### src/rtl/hazard_ctrl_pkg.sv
// Shared definitions for the pipeline hazard controller.
// Holds the load encoding of ResultSrc, the operand-bypass select codes,
// the controller FSM state type, the default memory-wait limit and a
// saturating increment helper used by the wait counter.
package hazard_ctrl_pkg;

  // ResultSrc value that marks the instruction in E as a load.
  localparam logic [1:0] RESULT_SRC_LOAD = 2'b01;

  // Operand-bypass select encodings.
  localparam logic [1:0] FWD_REGFILE  = 2'b00;
  localparam logic [1:0] FWD_W_RESULT = 2'b01;
  localparam logic [1:0] FWD_M_ALU    = 2'b10;

  // Default number of memory-wait cycles before the timeout flag sets.
  localparam int WAIT_LIMIT_DEFAULT = 255;

  // Controller FSM states.
  typedef enum logic {
    RUN      = 1'b0,
    MEM_WAIT = 1'b1
  } hz_state_e;

  // 8-bit increment that sticks at 8'hFF instead of wrapping.
  function automatic logic [7:0] sat_inc8(input logic [7:0] v);
    return (v == 8'hFF) ? v : v + 8'd1;
  endfunction

endpackage

### src/rtl/forward_sel.sv
// Operand-bypass selector for one source operand of the instruction in E.
// Ports:
//   rs_e                     source register of the operand in E
//   rd_m, reg_write_m        destination / write enable of the M instruction
//   rd_w, reg_write_w        destination / write enable of the W instruction
//   fwd                      bypass select (regfile, W result, M ALU result)
// The younger M result wins over W; x0 is never bypassed.
module forward_sel
  import hazard_ctrl_pkg::*;
(
  input  logic [4:0] rs_e,
  input  logic [4:0] rd_m,
  input  logic [4:0] rd_w,
  input  logic       reg_write_m,
  input  logic       reg_write_w,
  output logic [1:0] fwd
);

  // Priority bypass select: M before W before register file.
  always_comb begin
    fwd = FWD_REGFILE;
    if (reg_write_m && (rd_m != 5'd0) && (rd_m == rs_e)) begin
      fwd = FWD_M_ALU;
    end else if (reg_write_w && (rd_w != 5'd0) && (rd_w == rs_e)) begin
      fwd = FWD_W_RESULT;
    end else begin
      fwd = FWD_REGFILE;
    end
  end

endmodule

### src/rtl/hazard_ctrl.sv
// Pipeline hazard controller: operand bypass selects, stall/flush control
// for load-use, control and memory-wait hazards, a memory-wait FSM with a
// sticky timeout flag, and a saturating stall-cycle counter.
// Ports:
//   CLK, reset                          clock, async active-high reset
//   Rs1D/Rs2D, Rs1E/Rs2E/RdE, RdM/RdW   register specifiers per stage
//   RegWriteM/W, ResultSrcE, PCSrcE     write enables, E result select, redirect
//   MemReqM, MemReadyM                  data-memory handshake in M
//   ForwardAE/BE                        bypass selects (combinational)
//   StallF/D/E/M, FlushD/E/W            pipeline control (combinational)
//   StallCount, MemTimeout              registered status
module hazard_ctrl
  import hazard_ctrl_pkg::*;
#(
  parameter int WAIT_LIMIT = WAIT_LIMIT_DEFAULT,
  parameter int CNT_W      = 32
) (
  input  logic             CLK,
  input  logic             reset,
  input  logic [4:0]       Rs1D,
  input  logic [4:0]       Rs2D,
  input  logic [4:0]       Rs1E,
  input  logic [4:0]       Rs2E,
  input  logic [4:0]       RdE,
  input  logic [4:0]       RdM,
  input  logic [4:0]       RdW,
  input  logic             RegWriteM,
  input  logic             RegWriteW,
  input  logic [1:0]       ResultSrcE,
  input  logic             PCSrcE,
  input  logic             MemReqM,
  input  logic             MemReadyM,
  output logic [1:0]       ForwardAE,
  output logic [1:0]       ForwardBE,
  output logic             StallF,
  output logic             StallD,
  output logic             StallE,
  output logic             StallM,
  output logic             FlushD,
  output logic             FlushE,
  output logic             FlushW,
  output logic [CNT_W-1:0] StallCount,
  output logic             MemTimeout
);

  // WaitCnt value on whose cycle a still-pending access trips the timeout.
  localparam logic [7:0] WAIT_LAST = 8'(WAIT_LIMIT - 1);
  localparam logic [CNT_W-1:0] CNT_ONE = {{(CNT_W-1){1'b0}}, 1'b1};

  hz_state_e        state_q, state_d;
  logic [7:0]       wait_cnt_q, wait_cnt_d;
  logic [CNT_W-1:0] stall_count_q, stall_count_d;
  logic             mem_timeout_q, mem_timeout_d;
  logic             mem_wait, lw_stall, stall_any;
  logic [1:0]       fwd_a, fwd_b;

  forward_sel u_fwd_a (
    .rs_e        (Rs1E),
    .rd_m        (RdM),
    .rd_w        (RdW),
    .reg_write_m (RegWriteM),
    .reg_write_w (RegWriteW),
    .fwd         (fwd_a)
  );

  forward_sel u_fwd_b (
    .rs_e        (Rs2E),
    .rd_m        (RdM),
    .rd_w        (RdW),
    .reg_write_m (RegWriteM),
    .reg_write_w (RegWriteW),
    .fwd         (fwd_b)
  );

  // Hazard detection and stall/flush/forward outputs.
  // Priority: reset, memory wait, taken redirect (kills the load-use stall
  // since the dependent instruction is squashed anyway), load-use.
  always_comb begin
    mem_wait  = MemReqM & ~MemReadyM;
    lw_stall  = (ResultSrcE == RESULT_SRC_LOAD) && (RdE != 5'd0) &&
                ((RdE == Rs1D) || (RdE == Rs2D));
    ForwardAE = fwd_a;
    ForwardBE = fwd_b;
    StallF    = 1'b0;
    StallD    = 1'b0;
    StallE    = 1'b0;
    StallM    = 1'b0;
    FlushD    = 1'b0;
    FlushE    = 1'b0;
    FlushW    = 1'b0;
    if (reset) begin
      ForwardAE = FWD_REGFILE;
      ForwardBE = FWD_REGFILE;
      FlushD    = 1'b1;
      FlushE    = 1'b1;
      FlushW    = 1'b1;
    end else if (mem_wait) begin
      // Freeze F..M; W gets a bubble since the M result is not ready.
      StallF = 1'b1;
      StallD = 1'b1;
      StallE = 1'b1;
      StallM = 1'b1;
      FlushW = 1'b1;
    end else if (PCSrcE) begin
      FlushD = 1'b1;
      FlushE = 1'b1;
    end else if (lw_stall) begin
      StallF = 1'b1;
      StallD = 1'b1;
      FlushE = 1'b1;
    end else begin
      FlushW = 1'b0;
    end
  end

  // FSM next state, wait counter, timeout and stall-counter next values.
  always_comb begin
    state_d    = state_q;
    wait_cnt_d = 8'd0;
    case (state_q)
      RUN: begin
        if (mem_wait) begin
          state_d = MEM_WAIT;
        end else begin
          state_d = RUN;
        end
      end
      MEM_WAIT: begin
        // Leaving MEM_WAIT clears the count so RUN always starts from zero.
        if (mem_wait) begin
          wait_cnt_d = sat_inc8(wait_cnt_q);
        end else begin
          state_d = RUN;
        end
      end
      default: begin
        state_d = RUN;
      end
    endcase

    mem_timeout_d = mem_timeout_q | (mem_wait && (wait_cnt_q == WAIT_LAST));

    stall_any = StallF | StallD | StallE | StallM;
    if (stall_any && (stall_count_q != {CNT_W{1'b1}})) begin
      stall_count_d = stall_count_q + CNT_ONE;
    end else begin
      stall_count_d = stall_count_q;
    end
  end

  // State and status registers.
  always_ff @(posedge CLK or posedge reset) begin
    if (reset) begin
      state_q       <= RUN;
      wait_cnt_q    <= 8'd0;
      stall_count_q <= {CNT_W{1'b0}};
      mem_timeout_q <= 1'b0;
    end else begin
      state_q       <= state_d;
      wait_cnt_q    <= wait_cnt_d;
      stall_count_q <= stall_count_d;
      mem_timeout_q <= mem_timeout_d;
    end
  end

  assign StallCount = stall_count_q;
  assign MemTimeout = mem_timeout_q;

endmodule
### config.mk
export PLATFORM = sky130hd
export DESIGN_NAME = hazard_ctrl
export DESIGN_NICKNAME = d
export VERILOG_FILES = /design/src/rtl/hazard_ctrl_pkg.sv /design/src/rtl/forward_sel.sv /design/src/rtl/hazard_ctrl.sv
export SDC_FILE = /design/constraint.sdc
export NUM_CORES = 1
export LEC_CHECK = 0
export CAP_MARGIN = 20
export CORE_MARGIN = 1.5
export CORE_UTILIZATION = 60
export CTS_CLUSTER_DIAMETER = 30
export DETAILED_ROUTE_END_ITERATION = 12
export DONT_BUFFER_PORTS = 1
export GPL_TIMING_DRIVEN = 0
export PLACE_DENSITY_LB_ADDON = 0.3
export SYNTH_ARGS = -nofsm -noshare
export SYNTH_HDL_FRONTEND = slang
export SYNTH_SLANG_ARGS = --single-unit
### constraint.sdc
create_clock -name CLK -period 2.35 [get_ports CLK]
set_clock_uncertainty 0.2 [all_clocks]
set_input_delay 0.1175 -clock CLK [delete_from_list [all_inputs] [get_ports CLK]]
set_output_delay 0.1175 -clock CLK [all_outputs]
set_load 0.005 [all_outputs]
# Word level (Yosys, flattened, before mapping)
# Cells that the tools add are included.
# classes
bitwise_logic,5
n_addsub,2
eq_ne,11
muxes,22
reduce_logical,14
# ops
cell,count
32-bit by 1-bit adder with 32-bit output (second input constant),1
32-bit != test (second input constant),1
5-bit equality test,6
8-bit two-way mux,3
8-bit equality test (second input constant),2
1-bit two-way mux,15
5-bit nonzero test,3
1-bit logical AND,10
8-bit by 1-bit adder with 8-bit output (second input constant),1
2-bit two-way mux,4
3-bit != test (second input constant),1
1-bit bitwise OR,3
2-bit by 1-bit equality test with 1-bit output (second input constant),1
1-bit bitwise AND,1
1-bit logical OR,1
1-bit inverter,1
# word_totals
in_bits,44
ff_bits,42

# Logic depth before layout (Yosys ltp)
# Gate-level depths: netlist of the first run.
# depth
depth_word,10
ltp_mapped,8
mapped_depth_nobuf,7

# Cells and area by module
# A second synthesis of the first run with hierarchy kept.
# unflattened
cells_unflattened,255
area_unflattened_um2,2556.2
# by_module_without_submodules
mod,area_per_inst_um2,cells_each,n_inst,seq_area_each_um2
hazard_ctrl,2253.4,215,1,1051.0
forward_sel,151.4,20,2,0.0

# Least setup slack after synthesis of the first run
# OpenSTA, ideal clock, no wires.
# synth_timing
kind,input to register
start,input reset
end,register stall_count_q[31] (netlist: StallCount[31])
required_ns,2.071
cell_stages,8
path_buffers,2
path_slack_ns,-0.148
arrival_time_ns,2.218
path_cell_list,inv_1 -> and2_1 -> clkbuf_2 -> a21o_1 -> o211ai_2 -> buf_4 -> nor4_2 -> xor2_1
# synth_between
elab_chain_cells,4
# synth_lines
item,line,source
"start, declared",hazard_ctrl.sv:19,"input logic reset,"
1-bit two-way mux *,hazard_ctrl.sv:91,if (reset) begin
via StallE,hazard_ctrl.sv:37,"output logic StallE,"
1-bit bitwise OR,hazard_ctrl.sv:143,stall_any = StallF | StallD | StallE | StallM;
1-bit bitwise OR *,hazard_ctrl.sv:143,
1-bit logical AND *,hazard_ctrl.sv:144,if (stall_any && (stall_count_q != {CNT_W{1'b1}})) begin
"end signal, assigned",hazard_ctrl.sv:156,stall_count_q <= {CNT_W{1'b0}};
"end signal, assigned",hazard_ctrl.sv:161,stall_count_q <= stall_count_d;
"end, declared",hazard_ctrl.sv:52,"logic [CNT_W-1:0] stall_count_q, stall_count_d;"
# The timed path passes the listed nets; every way through them passes the cells marked *.
# A chain may end at the register's enable or synchronous reset.

# Worst setup path in the final report of the first run
# layout_timing
start,register stall_count_q[1] (netlist: StallCount[1])
end,register stall_count_q[14] (netlist: StallCount[14])
# layout_between
elab_chain_cells,2
# layout_lines
item
"parallel branches: the longest is 2 deep, another holds 32-bit by 1-bit adder with 32-bit output"
# Parallel ways; which one is timed is not known.

==> results of run 1 <==
==> worst min-delay path by stage <==
stage / from / slack (ns) / cells past startpoint / to
after floorplan: reset / -0.08 / 1 / MemTimeout$_DFF_PP0_
after global routing: reset / 0.01 / 2 / StallCount[19]$_DFFE_PP0P_
after CTS: MemReqM / 0.06 / 3 / wait_cnt_q[3]$_DFFE_PP0P_
after detailed placement: MemReadyM / -0.007 / 1 / state_q$_DFF_PP0_
after global placement: MemReadyM / -0.01 / 1 / state_q$_DFF_PP0_
final: reset / 0.03 / 2 / StallCount[19]$_DFFE_PP0P_
==> routing by layer <==
| layer | up-vias | GRT usage (%) |
|---|---|---|
| met4 | 0 | 9.750 |
| met1 | 909 | 32.42 |
| met2 | 71 | 39.32 |
| met5 | - | 0 |
| met3 | 10 | 7.072 |
| li1 | 919 | - |
==> report_power, final <==
part / switching, mW / total, mW / internal [mW] / leakage (nW)
logic: 0.0817 / 0.187 / 0.106 / 0.627
clock network: 0.242 / 0.560 / 0.318 / 0.0524
registers: 0.0653 / 0.819 / 0.754 / 0.558
total: 0.389 / 1.57 / 1.18 / 1.24
==> timing repair <==
action                     in CTS  in global routing
cloned                          1                  0
hold endpoints to repair       52                  0
setup endpoints to repair      19                 26
hold buffers                    4                  0
pin swaps                       0                  4
gates resized for setup         2                  6
setup buffers                   1                  3
==> critical path: cells and delay by family, from the launching register on <==
family	cells	cell delay, ns
and+or+nand+nor	3	0.78
DFF	1	0.46
AOI/OAI and AO/OA	1	0.26
buffers and inverters	1	0.21
adders and majority gates	1	0.17
xor gates and xnor gates	1	0.16
==> through the flow <==
step | utilization [%] | cells | setup slack (ns) | area (µm²) | setup TNS (ns)
3_3_place_gp | 64.54 | 304 | -0.2986 | 2619 | -4.834
4_1_cts | 68.64 | 318 | 0.03236 | 2785 | 0
3_5_place_dp | 64.54 | 304 | -0.3016 | 2619 | -5.166
6_report | 70.52 | 322 | 0.005808 | 2861 | 0
5_1_grt | 70.52 | 322 | -0.1308 | 2861 | -0.6049
2_1_floorplan | - | 254 | 0.05739 | 2556 | 0
==> registers in the layout (all words and copies together) (netlist names) <==
name / count
StallCount: 32
wait_cnt_q: 8
MemTimeout: 1
state_q: 1
==> cell usage in the layout (no fill, tap or decap), types with 8 or more instances in the layout <==
cell,n
nor2_1,14
dfrtp_1,40
xnor2_1,35
and3_1,8
nand3_1,19
nor3_1,12
xor2_1,30
nand2_1,18
==> logic make-up (layout without fill, tap and decap cells) <==
logic type | count (synthesis) | count (layout) | share of synthesized area (%)
AOI/OAI and AO/OA | 14 | 14 | 4.510
xor gates and xnor gates | 65 | 65 | 22.30
adders and majority gates | 3 | 3 | 1.471
and+or+nand+nor | 113 | 113 | 26.91
muxes | 1 | 1 | 0.4411
buffers and inverters | 16 | 34 | 3.186
DFF | 42 | 42 | 41.18
==> final cells by class <==
| class | count | area [µm²] |
|---|---|---|
| repair inverters | 1 | 5.005 |
| inverters | 8 | 33.78 |
| clock inverters | 1 | 30.03 |
| well taps | 50 | 62.56 |
| multi-input cells | 196 | 1444 |
| flip-flops and latches | 42 | 1054 |
| repair buffers | 9 | 97.59 |
| plain buffers | 8 | 58.81 |
| clock buffers | 7 | 76.32 |
| fillers | 298 | 1196 |
==> out/results.tsv, run 1 <==
metric	value	unit
Max-slew headroom	38.24	%
Avg Cell Area, Syn	10.05	µm²
Clock Path Buffers	2	
Crit Reg-Reg Startpoint	StallCount[1]$_DFFE_PP0P_	
port bufs	0	
routed wl met3	346	µm
CTS Sinks	42	
Vias/cell	5.929	
antenna viol nets, final	0	
Hold WS	0.03474	ns
GRT Util Overall	24.95	%
RSZ-0062 raised after global routing	yes	
total gr overflow	0	
most common cell in the synthesized netlist	dfrtp_1	
antenna violations before repair	0	
drt wl/cell	17.12	µm
number of global-route vias before repair	1861	
final net count	318	
crit end category	flip-flop	
core area	4058	µm²
Synth Net Count	301	
Distinct cells, synth	41	
Setup-failing EPs final	0	
Req. time, crit path	2.34	ns
Area Growth Syn to Fin	12.11	%
Max Used Layer	met4	
Final Cycle Share	99.75	%
post-synth top area cell	dfrtp_1	
first-pass GRT wire length	8.576	mm
CTS tree	yes	
Hold Crit Class	in2async	
status	finished, final reports clean	
root buffer cell	clkbuf_8	
DR WL met2	2.712	mm
min Tclk post-route	2.344	ns
post-synthesis cell area	2552	µm²
top cells by count, synth	dfrtp_1 (42), xnor2_1 (35), xor2_1 (30), nand3_1 (19), nand2_1 (18)	
Setup Crit Path Kind	reg2reg	
Startpoint Class	flip-flop	
Ys Warns	0	
Post-Route WL	5.513	mm
Worst Max-Slew Pin Slew	0.9234	ns
ANT cells	0	
# rows	23	
met1 WL	2.370	mm
largest net degree at the start of global routing	23	
die width	68.23	µm
max incr delay on CP	0.46	ns
Remaining DRCs	0	
IO Count	88	
Die ar.	4655	µm²
Critical R2R Capture	StallCount[14]$_DFFE_PP0P_	
WP data arrival	2.33	ns
max frequency	426.6	MHz
CP endpoint	StallCount[14]$_DFFE_PP0P_	
top post-synthesis cells by area	dfrtp_1 (41%), xnor2_1 (12%), xor2_1 (10%)	
sequential cell area fraction in the yosys report	41.18	%
Top FF cell, synth	dfrtp_1	
clk_lat worst skew	0.30	ns
Vias	1909	
endpoints failing hold	0	
total power	1.567	mW
Final Max Tran Viols	0	
initial drt markers	162	
DP HPWL	3.726	mm
Max IR drop VDD	0.2832	mV
Max-Cap Viols	0	
CP startpoint	StallCount[1]$_DFFE_PP0P_	
cts bufs inserted	5	
Post-synth ARST share	100.0	%
top cell type's share of synthesized area	41.18	%
Worst R2R Path Depth	7	
Slowest-stage cell, CP	dfrtp_2	
Synth Register Bits	42	
Synth Instances	254	
Post-synth EDFFs	0	
GPL Wtd Cong	0.8078	
critical path's most frequent cell	nand4_1	
clock transition at the registers of the reported paths	0.08	ns
share of post-route cells with drive strength above 1	16.54	%
power per standard cell area	547.6	nW/µm²
Leakage	1.238	nW
H-tree levels	2	
Crit Path Max Fanout	7	
die height	68.23	µm
DRT Pass-1 Iters	4	
Initial Util	62.90	%
Reg2Reg Setup Slack	0.006	ns
crit path cell chain	ha_4 > nand4_1 > buf_4 > or4_4 > a31oi_4 > nand4_1 > xnor2_1	
Power figures use the tool's default switching activity.
==> run 2: changes to the inputs <==
--- a/config.mk
+++ b/config.mk
@@ -12,7 +12,7 @@
 export DETAILED_ROUTE_END_ITERATION = 12
 export DONT_BUFFER_PORTS = 1
 export GPL_TIMING_DRIVEN = 0
-export PLACE_DENSITY_LB_ADDON = 0.3
+export PLACE_DENSITY = 0.76
 export SYNTH_ARGS = -nofsm -noshare
 export SYNTH_HDL_FRONTEND = slang
 export SYNTH_SLANG_ARGS = --single-unit
==> run 2 against run 1 <==
  * Hold slack better by 0.028 ns
  * Core utilization up 0.77 points
  * Cell area grew 1.1%
  * Total power down 6.1%
  * Sequential power about the same
  * Critical path depth unchanged
  * Sequential share of layout area is 0.40 points lower
  * Global-route usage down 0.99 points
  * Critical path type unchanged
  * Largest cell class unchanged
==> out/results.tsv, run 2 (synthesis results as in run 1) <==
metric	value	unit
Max IR drop VDD	0.2518	mV
initial drt markers	104	
Setup Crit Path Kind	reg2reg	
cts bufs inserted	5	
Remaining DRCs	0	
Max-Cap Viols	0	
final instance area	2893	µm²
die width	68.23	µm
FILL cells	299	
antenna violations before repair	0	
antenna viol nets, final	0	
Req. time, crit path	2.33	ns
Vias	1905	
DP HPWL	3.786	mm
Hold Crit Class	in2async	
GRT Util Overall	23.96	%
core area	4058	µm²
most frequent cells in the layout	dfrtp_1 (40), xnor2_1 (34), xor2_1 (30)	
first-pass GRT wire length	8.224	mm
Die ar.	4655	µm²
share of post-route cells with drive strength above 1	19.34	%
drt wl/cell	16.61	µm
clk_lat worst skew	0.30	ns
DP Area	2619	µm²
Final Cycle Share	97.75	%
Final Max Tran Viols	0	
die height	68.23	µm
most common cell after layout, fill and taps aside	dfrtp_1	
port bufs	0	
DRT Pass-1 Iters	5	
CTS tree	yes	
clock transition at the registers of the reported paths	0.08	ns
Worst Max-Slew Pin Slew	0.9115	ns
Max-slew headroom	39.03	%
Clock Path Buffers	2	
root buffer cell	clkbuf_8	
final net count	320	
min Tclk post-route	2.297	ns
Setup-failing EPs final	0	
Vias/cell	5.880	
Startpoint Class	flip-flop	
Initial Util	62.90	%
CTS Sinks	42	
H-tree levels	2	
largest net degree at the start of global routing	23	
power per standard cell area	508.4	nW/µm²
Slowest-stage cell, CP	dfrtp_2	
IO Count	88	
ANT cells	0	
Post-Route WL	5.381	mm
max reg flops	32	
crit path cell chain	ha_4 > nand4_1 > buf_4 > or4_4 > a31oi_4 > nand3_2 > xnor2_2	
endpoints failing hold	0	
crit end category	flip-flop	
status	finished, final reports clean	
GPL Wtd Cong	0.7877	
total gr overflow	0	
WP data arrival	2.28	ns
Hold WS	0.06252	ns
Leakage	1.228	nW
max frequency	435.3	MHz
total power	1.471	mW
number of global-route vias before repair	1816	
# rows	23	
Area Growth Syn to Fin	13.33	%
Crit Path Max Fanout	7	
max incr delay on CP	0.46	ns
-- run 2: worst paths after layout --
| path | from | to | slack [ns] | cells after the start |
|---|---|---|---|---|
| max reg2reg | StallCount[0]$_DFFE_PP0P_ | StallCount[20]$_DFFE_PP0P_ | 0.05 | 7 |
| max | StallCount[0]$_DFFE_PP0P_ | StallCount[20]$_DFFE_PP0P_ | 0.05 | 7 |
| min | reset | StallCount[19]$_DFFE_PP0P_ | 0.06 | 2 |
| max in group asynchronous | reset | state_q$_DFF_PP0_ | 1.11 | 2 |
| min in group CLK | MemReqM | wait_cnt_q[3]$_DFFE_PP0P_ | 0.08 | 3 |
| min reg2reg | MemTimeout$_DFF_PP0_ | MemTimeout$_DFF_PP0_ | 0.30 | 1 |
-- run 2: layout make-up --
cell class	count	area, µm²	share of cell area, %
multi-input cells	196	1475	50.99
flip-flops and latches	42	1054	36.42
repair buffers	11	108.9	3.763
clock buffers	6	82.58	2.855
well taps	50	62.56	2.163
plain buffers	8	58.81	2.033
inverters	8	33.78	1.168
clock inverters	2	12.51	0.4325
repair inverters	1	5.005	0.1730
-- run 2: layer usage --
layer	part of all wire [%]	vias to the layer above	GRT usage, %
li1	-	929	-
met1	44	904	31.26
met2	47	66	37.50
met3	7.5	6	9.211
met4	1.1	0	6.000
met5	0	-	0
-- run 2: stage by stage --
step                setup TNS [ns]  utilization [%]  instances  setup WS (ns)
floorplan                        0                -        254        0.05739
global placement            -4.961            64.54        304        -0.3077
detailed placement          -5.465            64.54        304        -0.3207
CTS                              0            69.94        322       0.002333
global route              -0.02473            71.29        324       -0.01022
finish                           0            71.29        324        0.05289
-- run 2: worst max-delay path, delay by kind of cell (launching register included) --
kind | cells | cell delay (ns)
AND/OR/NAND/NOR | 3 | 0.69
AO/OA/AOI/OAI | 1 | 0.30
XOR/XNOR | 1 | 0.16
buffers and inverters | 1 | 0.18
flip-flops | 1 | 0.46
adder cells (fa/ha/maj) | 1 | 0.18
-- run 2: report_power, final --
group	total, mW	switching (mW)	internal (mW)
Combinational	0.168	0.0750	0.0932
Sequential	0.818	0.0638	0.754
Clock	0.485	0.249	0.236
Total	1.47	0.388	1.08
-- run 2: timing repair --
| action | in CTS | in global routing |
|---|---|---|
| hold buffers | 4 | 0 |
| setup endpoints to repair | 30 | 25 |
| gates cloned | 1 | 0 |
| pin swaps | 3 | 4 |
| gates resized for setup | 7 | 6 |
| hold endpoints to repair | 51 | 0 |
| setup buffers | 5 | 1 |
